File: config.mk
export PLATFORM = sky130hd
export DESIGN_NAME = cmul_mac_pipe
export DESIGN_NICKNAME = d
export VERILOG_FILES = /design/src/rtl/cmul_pkg.sv /design/src/rtl/cmul_product_stage.sv /design/src/rtl/cmul_mac_pipe.sv
export SDC_FILE = /design/constraint.sdc
export NUM_CORES = 2
export LEC_CHECK = 0
export ABC_AREA = 0
export CORE_ASPECT_RATIO = 2
export CORE_MARGIN = 10
export CORE_UTILIZATION = 53
export DETAILED_ROUTE_END_ITERATION = 10
export PLACE_DENSITY_LB_ADDON = 0.25
export SKIP_LAST_GASP = 1
export SYNTH_ARGS = -nofsm -noshare
export SYNTH_HDL_FRONTEND = slang
export SYNTH_SLANG_ARGS = --single-unit
File: constraint.sdc
create_clock -name clk -period 18.7 [get_ports clk]
set_input_delay 3.74 -clock clk [delete_from_list [all_inputs] [get_ports clk]]
set_output_delay 3.74 -clock clk [all_outputs]
set_load 0.01 [all_outputs]
File: src/rtl/cmul_pkg.sv
// cmul_pkg: shared widths, flag bundle and arithmetic helpers
// for the pipelined complex multiply-accumulate (cmul_mac_pipe).
package cmul_pkg;

  // Widest packed operand / intermediate the helpers handle.
  localparam int MAX_W = 128;

  typedef struct packed {
    logic first;
    logic last;
  } beat_flags_t;

  // Sign-extended component width.
  function automatic int ext_w(input int w);
    return w / 2 + 1;
  endfunction

  // Full-precision product width.
  function automatic int prod_w(input int w);
    return 2 * (w / 2 + 1);
  endfunction

  // Real part of a packed w-bit operand, sign-extended to MAX_W.
  function automatic logic signed [MAX_W-1:0] re_sx(
    input logic [MAX_W-1:0] x,
    input int               w
  );
    logic [MAX_W-1:0] t;
    t = x << (MAX_W - w / 2);
    return $signed(t) >>> (MAX_W - w / 2);
  endfunction

  // Imag part of a packed w-bit operand, sign-extended to MAX_W.
  function automatic logic signed [MAX_W-1:0] im_sx(
    input logic [MAX_W-1:0] x,
    input int               w
  );
    logic [MAX_W-1:0] t;
    t = x << (MAX_W - w);
    return $signed(t) >>> (MAX_W - w / 2);
  endfunction

  // Clamp v into the signed w-bit range.
  function automatic logic signed [MAX_W-1:0] sat_to(
    input logic signed [MAX_W-1:0] v,
    input int                      w
  );
    logic signed [MAX_W-1:0] hi;
    logic signed [MAX_W-1:0] lo;
    hi = (MAX_W'(1) << (w - 1)) - MAX_W'(1);
    lo = ~hi;
    if (v > hi) return hi;
    if (v < lo) return lo;
    return v;
  endfunction

endpackage

File: src/rtl/cmul_product_stage.sv
// cmul_product_stage: S2 of cmul_mac_pipe. Sign-extends the
// components, optionally conjugates b, registers four products.
// Ports: clk, en (advance), a/b packed operands, conj,
//   p_rr=ar*br, p_ii=ai*bi, p_ri=ar*bi, p_ir=ai*br.
module cmul_product_stage
  import cmul_pkg::*;
#(
  parameter int WIDTH  = 32,
  parameter int PROD_W = 2 * (WIDTH / 2 + 1)
) (
  input  logic                     clk,
  input  logic                     en,
  input  logic [WIDTH-1:0]         a,
  input  logic [WIDTH-1:0]         b,
  input  logic                     conj,
  output logic signed [PROD_W-1:0] p_rr,
  output logic signed [PROD_W-1:0] p_ii,
  output logic signed [PROD_W-1:0] p_ri,
  output logic signed [PROD_W-1:0] p_ir
);

  localparam int EXT_W = ext_w(WIDTH);

  logic signed [EXT_W-1:0] ar, ai, br, bi, bi_c;
  logic signed [PROD_W-1:0] p_rr_d, p_ii_d;
  logic signed [PROD_W-1:0] p_ri_d, p_ir_d;
  logic signed [PROD_W-1:0] p_rr_q, p_ii_q;
  logic signed [PROD_W-1:0] p_ri_q, p_ir_q;

  always_comb begin
    ar = EXT_W'(re_sx(MAX_W'(a), WIDTH));
    ai = EXT_W'(im_sx(MAX_W'(a), WIDTH));
    br = EXT_W'(re_sx(MAX_W'(b), WIDTH));
    bi = EXT_W'(im_sx(MAX_W'(b), WIDTH));
    // One guard bit makes -(-2^(W/2-1)) exact.
    bi_c = conj ? -bi : bi;
    p_rr_d = PROD_W'(ar) * PROD_W'(br);
    p_ii_d = PROD_W'(ai) * PROD_W'(bi_c);
    p_ri_d = PROD_W'(ar) * PROD_W'(bi_c);
    p_ir_d = PROD_W'(ai) * PROD_W'(br);
  end

  always_ff @(posedge clk) begin
    if (en) begin
      p_rr_q <= p_rr_d;
      p_ii_q <= p_ii_d;
      p_ri_q <= p_ri_d;
      p_ir_q <= p_ir_d;
    end
  end

  assign p_rr = p_rr_q;
  assign p_ii = p_ii_q;
  assign p_ri = p_ri_q;
  assign p_ir = p_ir_q;

endmodule

File: src/rtl/cmul_mac_pipe.sv
// cmul_mac_pipe: 3-stage complex multiply-accumulate, valid/ready
// on both sides. Optional saturation: define CMUL_MAC_SAT_EN.
// Ports: clk, rst (sync, active high); in_valid/in_ready,
//   in_a/in_b packed {imag,real}, in_conj, in_first, in_last;
//   out_valid/out_ready, out_result {imag,real} OUT_W each.
module cmul_mac_pipe
  import cmul_pkg::*;
#(
  parameter int WIDTH = 32,
  parameter int OUT_W = WIDTH
) (
  input  logic               clk,
  input  logic               rst,
  input  logic               in_valid,
  output logic               in_ready,
  input  logic [WIDTH-1:0]   in_a,
  input  logic [WIDTH-1:0]   in_b,
  input  logic               in_conj,
  input  logic               in_first,
  input  logic               in_last,
  output logic               out_valid,
  input  logic               out_ready,
  output logic [2*OUT_W-1:0] out_result
);

  localparam int PROD_W = prod_w(WIDTH);
  localparam int S_W =
    ((PROD_W + 1 > OUT_W) ? PROD_W + 1 : OUT_W) + 1;

  logic en;

  logic             s1_v_q, s1_v_d;
  logic [WIDTH-1:0] s1_a_q, s1_a_d;
  logic [WIDTH-1:0] s1_b_q, s1_b_d;
  logic             s1_c_q, s1_c_d;
  beat_flags_t      s1_f_q, s1_f_d;

  logic        s2_v_q, s2_v_d;
  beat_flags_t s2_f_q, s2_f_d;

  logic signed [PROD_W-1:0] p_rr, p_ii, p_ri, p_ir;

  logic signed [S_W-1:0] re_w, im_w;
  logic signed [S_W-1:0] re_p, im_p;
  logic signed [S_W-1:0] re_s, im_s;
  logic signed [OUT_W-1:0] re_n, im_n;

  logic signed [OUT_W-1:0] acc_re_q, acc_re_d;
  logic signed [OUT_W-1:0] acc_im_q, acc_im_d;
  logic             ov_q, ov_d;
  logic [OUT_W-1:0] res_re_q, res_re_d;
  logic [OUT_W-1:0] res_im_q, res_im_d;

  assign en = !ov_q | out_ready;

  cmul_product_stage #(
    .WIDTH  (WIDTH),
    .PROD_W (PROD_W)
  ) u_prod (
    .clk  (clk),
    .en   (en),
    .a    (s1_a_q),
    .b    (s1_b_q),
    .conj (s1_c_q),
    .p_rr (p_rr),
    .p_ii (p_ii),
    .p_ri (p_ri),
    .p_ir (p_ir)
  );

  always_comb begin
    re_w = S_W'(p_rr) - S_W'(p_ii);
    im_w = S_W'(p_ri) + S_W'(p_ir);
`ifdef CMUL_MAC_SAT_EN
    re_p = S_W'(sat_to(MAX_W'(re_w), OUT_W));
    im_p = S_W'(sat_to(MAX_W'(im_w), OUT_W));
`else
    re_p = re_w;
    im_p = im_w;
`endif
    re_s = s2_f_q.first ? re_p : S_W'(acc_re_q) + re_p;
    im_s = s2_f_q.first ? im_p : S_W'(acc_im_q) + im_p;
`ifdef CMUL_MAC_SAT_EN
    re_n = OUT_W'(sat_to(MAX_W'(re_s), OUT_W));
    im_n = OUT_W'(sat_to(MAX_W'(im_s), OUT_W));
`else
    re_n = OUT_W'(re_s);
    im_n = OUT_W'(im_s);
`endif
  end

  always_comb begin
    s1_v_d   = s1_v_q;
    s1_a_d   = s1_a_q;
    s1_b_d   = s1_b_q;
    s1_c_d   = s1_c_q;
    s1_f_d   = s1_f_q;
    s2_v_d   = s2_v_q;
    s2_f_d   = s2_f_q;
    acc_re_d = acc_re_q;
    acc_im_d = acc_im_q;
    ov_d     = ov_q;
    res_re_d = res_re_q;
    res_im_d = res_im_q;
    if (en) begin
      s1_v_d       = in_valid;
      s1_a_d       = in_a;
      s1_b_d       = in_b;
      s1_c_d       = in_conj;
      s1_f_d.first = in_first;
      s1_f_d.last  = in_last;
      s2_v_d       = s1_v_q;
      s2_f_d       = s1_f_q;
      ov_d         = s2_v_q & s2_f_q.last;
      // Bubbles leave the accumulator alone.
      if (s2_v_q) begin
        acc_re_d = re_n;
        acc_im_d = im_n;
        if (s2_f_q.last) begin
          res_re_d = re_n;
          res_im_d = im_n;
        end
      end
    end
  end

  always_ff @(posedge clk) begin
    if (rst) begin
      s1_v_q   <= 1'b0;
      s1_a_q   <= '0;
      s1_b_q   <= '0;
      s1_c_q   <= 1'b0;
      s1_f_q   <= '0;
      s2_v_q   <= 1'b0;
      s2_f_q   <= '0;
      acc_re_q <= '0;
      acc_im_q <= '0;
      ov_q     <= 1'b0;
      res_re_q <= '0;
      res_im_q <= '0;
    end else begin
      s1_v_q   <= s1_v_d;
      s1_a_q   <= s1_a_d;
      s1_b_q   <= s1_b_d;
      s1_c_q   <= s1_c_d;
      s1_f_q   <= s1_f_d;
      s2_v_q   <= s2_v_d;
      s2_f_q   <= s2_f_d;
      acc_re_q <= acc_re_d;
      acc_im_q <= acc_im_d;
      ov_q     <= ov_d;
      res_re_q <= res_re_d;
      res_im_q <= res_im_d;
    end
  end

  assign in_ready   = en;
  assign out_valid  = ov_q;
  assign out_result = {res_im_q, res_re_q};

endmodule

==> flow_metrics.env <==
export IMPL_core_rowCount=171
export IMPL_status="completed"
export IMPL_clk_path_buf_depth=3
export IMPL_dieWidth_um=253
export IMPL_fin_area_sq_um=61700
export IMPL_clock_latency_ns=0.61
export IMPL_crit_arrival_ns=5.54
export IMPL_grt_pass1_vias=46640
export IMPL_ios=137
export IMPL_cp_max_fo=99
export IMPL_grt_pass1_wl_mm=241
export IMPL_max_stage_delay_ns=0.67
export IMPL_place_congestion=0.890
export IMPL_ys_top_cells_by_count="1,286 x inv_1, 1,068 x fa_1, 834 x nand2_1"
export IMPL_cts_inserted_buffers=37
export IMPL_die_y_um=487
export IMPL_final_nets=7958
export IMPL_fp_coreArea_sq_um=108000
export IMPL_slew_headroom=0.291
export IMPL_dp_hpwl_mm=119
export IMPL_cts_sinks=328
export IMPL_antenna_found_initial=2
export IMPL_ir_drop_mv=0.108
export IMPL_yosysWarnings=0
export IMPL_syn_num_nets=8001
export IMPL_p_per_area_nw_per_um2=140
export IMPL_vias_per_cell=5.56
export IMPL_required_ns=14.96
export IMPL_crit_chain="clkdlybuf4s50_1 > nor2b_4 > inv_8 > clkdlybuf4s50_1"
export IMPL_tightest_slew_ns=1.04
export IMPL_synthArstFlopShare=0
export IMPL_setup_viol=0
export IMPL_die_area_sq_um=123000
export IMPL_drt_initial_drc_count=2191
export IMPL_synth_top_flop_cell="dfxtp_1"
export IMPL_start_util=0.532
export IMPL_min_path_type="reg2reg"
export IMPL_grt_max_degree=127
export IMPL_synth_seq_area_share=0.136
export IMPL_root_buffer="clkbuf_16"
export IMPL_max_freq_ghz=0.108
export IMPL_portBuffers=136
export IMPL_yosys_area_top_type="fa_1"
export IMPL_grt_ovfl_total=0
export IMPL_crit_path_end_kind="output port"
export IMPL_syn_to_final_growth_pct=6.91
export IMPL_drt_wl_total_mm=149
export IMPL_skew_ns=0.0282
export IMPL_slowest_stage="clkdlybuf4s50_1"
export IMPL_synth_edf_count=128
export IMPL_synth_seq_cells=328
export IMPL_crit_family="buffers and inverters"
export IMPL_postCtsResizedCells=0
export IMPL_finalHoldViolCount=0
export IMPL_yosys_area_top_type_share=0.370
export IMPL_yosysMostFrequentCell="inv_1"
export IMPL_drive_gt1_frac=0.0336
export IMPL_track_usage=0.248
export IMPL_cts_setup_buffers=0
export IMPL_syn_area_per_cell_sq_um=9.01
export IMPL_postCtsHoldBufs=0
export IMPL_cts_tree="yes"
export IMPL_crit_type="in2out"
export IMPL_clkSlewWorstSetupHoldPaths_ns=0.06
export IMPL_fin_tns_setup_ns=0
export IMPL_cts_max_level=2
export IMPL_wl_per_cell_um=19.1
export IMPL_ys_types=88
export IMPL_ys_top_cells_by_area="fa_1 37%, ha_1 9.8%, inv_1 8.4%, dfxtp_1 6.9%, edfxtp_1 6.7%"
export IMPL_period_needed_ns=9.28
export IMPL_synthCells=6409
export IMPL_drt_drc_violations_left=0
export IMPL_drv_cap=0
export IMPL_critPathMostFrequentCell="clkdlybuf4s50_1"
export IMPL_p_leak_nw=29.1
export IMPL_final_antenna_net_count=0
export IMPL_crit_buf_inv=3
export IMPL_vias=43234
export IMPL_placed_cell_area_sq_um=60400
export IMPL_syn_area_sq_um=57700
export IMPL_rsz0062_at_grt="false"
export IMPL_startpoint_type="input pin"
export IMPL_period_share=0.496
export IMPL_drv_slew=0
export IMPL_drt_pass1_iterations=6
## worst paths after layout
kind	from	endpoint	slack (ns)	depth (start not counted)
max reg2reg	s1_b_q[18]	u_prod.p_ri[31]	10.25	28
max	out_ready	in_ready	9.42	4
min	s1_a_q[14]	s1_a_q[14]	0.45	2
min reg2reg	s1_a_q[14]	s1_a_q[14]	0.45	2
## metrics by stage
step / setup slack (ns) / hold slack, ns / instances / power, mW / util
final: 9.42 / 0.452 / 7779 / 8.64 / 0.569
after CTS: 9.42 / 0.452 / 7778 / 8.67 / 0.569
after global routing: 9.35 / 0.465 / 7779 / 9.51 / 0.569
after global placement: 9.45 / 0.438 / 7711 / 7.65 / 0.557
after detailed placement: 9.42 / 0.442 / 7711 / 7.81 / 0.557
after floorplan: 6.93 / 0.432 / 6409 / 6.13 / -
## kinds of logic (layout without fill, tap and decap cells)
logic type,after synthesis,count (layout),synth area share
fa+ha+maj,1521,1521,0.469
compound gates,845,845,0.0984
simple gates,1858,1858,0.151
xor+xnor,254,254,0.0385
buf+inv,1578,1563,0.103
mux,25,25,0.00453
flops,328,328,0.136
other cells,0,1,0
## where the power goes
part / total [mW] / switching, mW / internal (mW) / leakage, nW
sequential: 1.15 / 0.0898 / 1.06 / 3.03
combinational: 6.68 / 4.00 / 2.68 / 25.4
clock: 0.814 / 0.354 / 0.460 / 0.639
## final cells by class
class | instances | area [sq um]
tap | 1384 | 1730
timing repair buffer | 207 | 1900
fill | 9747 | 46800
inverter | 1289 | 4850
multi-input combinational | 4503 | 44100
antenna | 1 | 2.50
sequential | 328 | 7860
clock inverter | 20 | 255
clock buffer | 47 | 1050
## per-layer routing
| metal | global-route usage | wire length (um) |
|---|---|---|
| met5 | 0 | 0 |
| met4 | 0.167 | 11700 |
| met3 | 0.0274 | 6650 |
| met2 | 0.459 | 79000 |
| met1 | 0.258 | 51500 |
## worst reg2reg max path, delay by kind of cell, from the launching register on
family	cells	cell delay (ns)
AND/OR/NAND/NOR	7	1.60
buffers and inverters	4	0.52
adder cells (fa/ha/maj)	7	3.36
XOR/XNOR	2	0.23
AO/OA/AOI/OAI	8	2.11
flip-flops	1	0.37
## flip-flops by register name, summed over array words and instances (netlist names), 32 cells and up
signal	flops
acc_im_q	32
acc_re_q	32
res_im_q	32
res_re_q	32
s1_a_q	32
s1_b_q	32
u_prod.p_ii	32
u_prod.p_ir	32
u_prod.p_ri	32
u_prod.p_rr	32
## placed cells by master, fill, tap and decap left out, types with 16 or more instances in the layout
cell type        instances
xnor2_1                173
o21bai_1                33
nand4_1                 18
o21a_1                  50
nand2_1                834
xor2_1                  67
nor2_1                 302
edfxtp_1               128
a21oi_1                279
clkbuf_16               39
a31oi_1                 27
clkdlybuf4s50_1        135
a211oi_1               116
nand2b_1                59
mux2i_1                 16
nand3_1                 33
o21ai_1                 31
inv_1                 1286
a21o_1                  94
nor2b_1                 25
nor3_1                  53
o21ai_0                 76
ha_1                   453
buf_4                   71
dfxtp_1                196
fa_1                  1068
and2_1                 452
(Power assumes the default switching activity.)
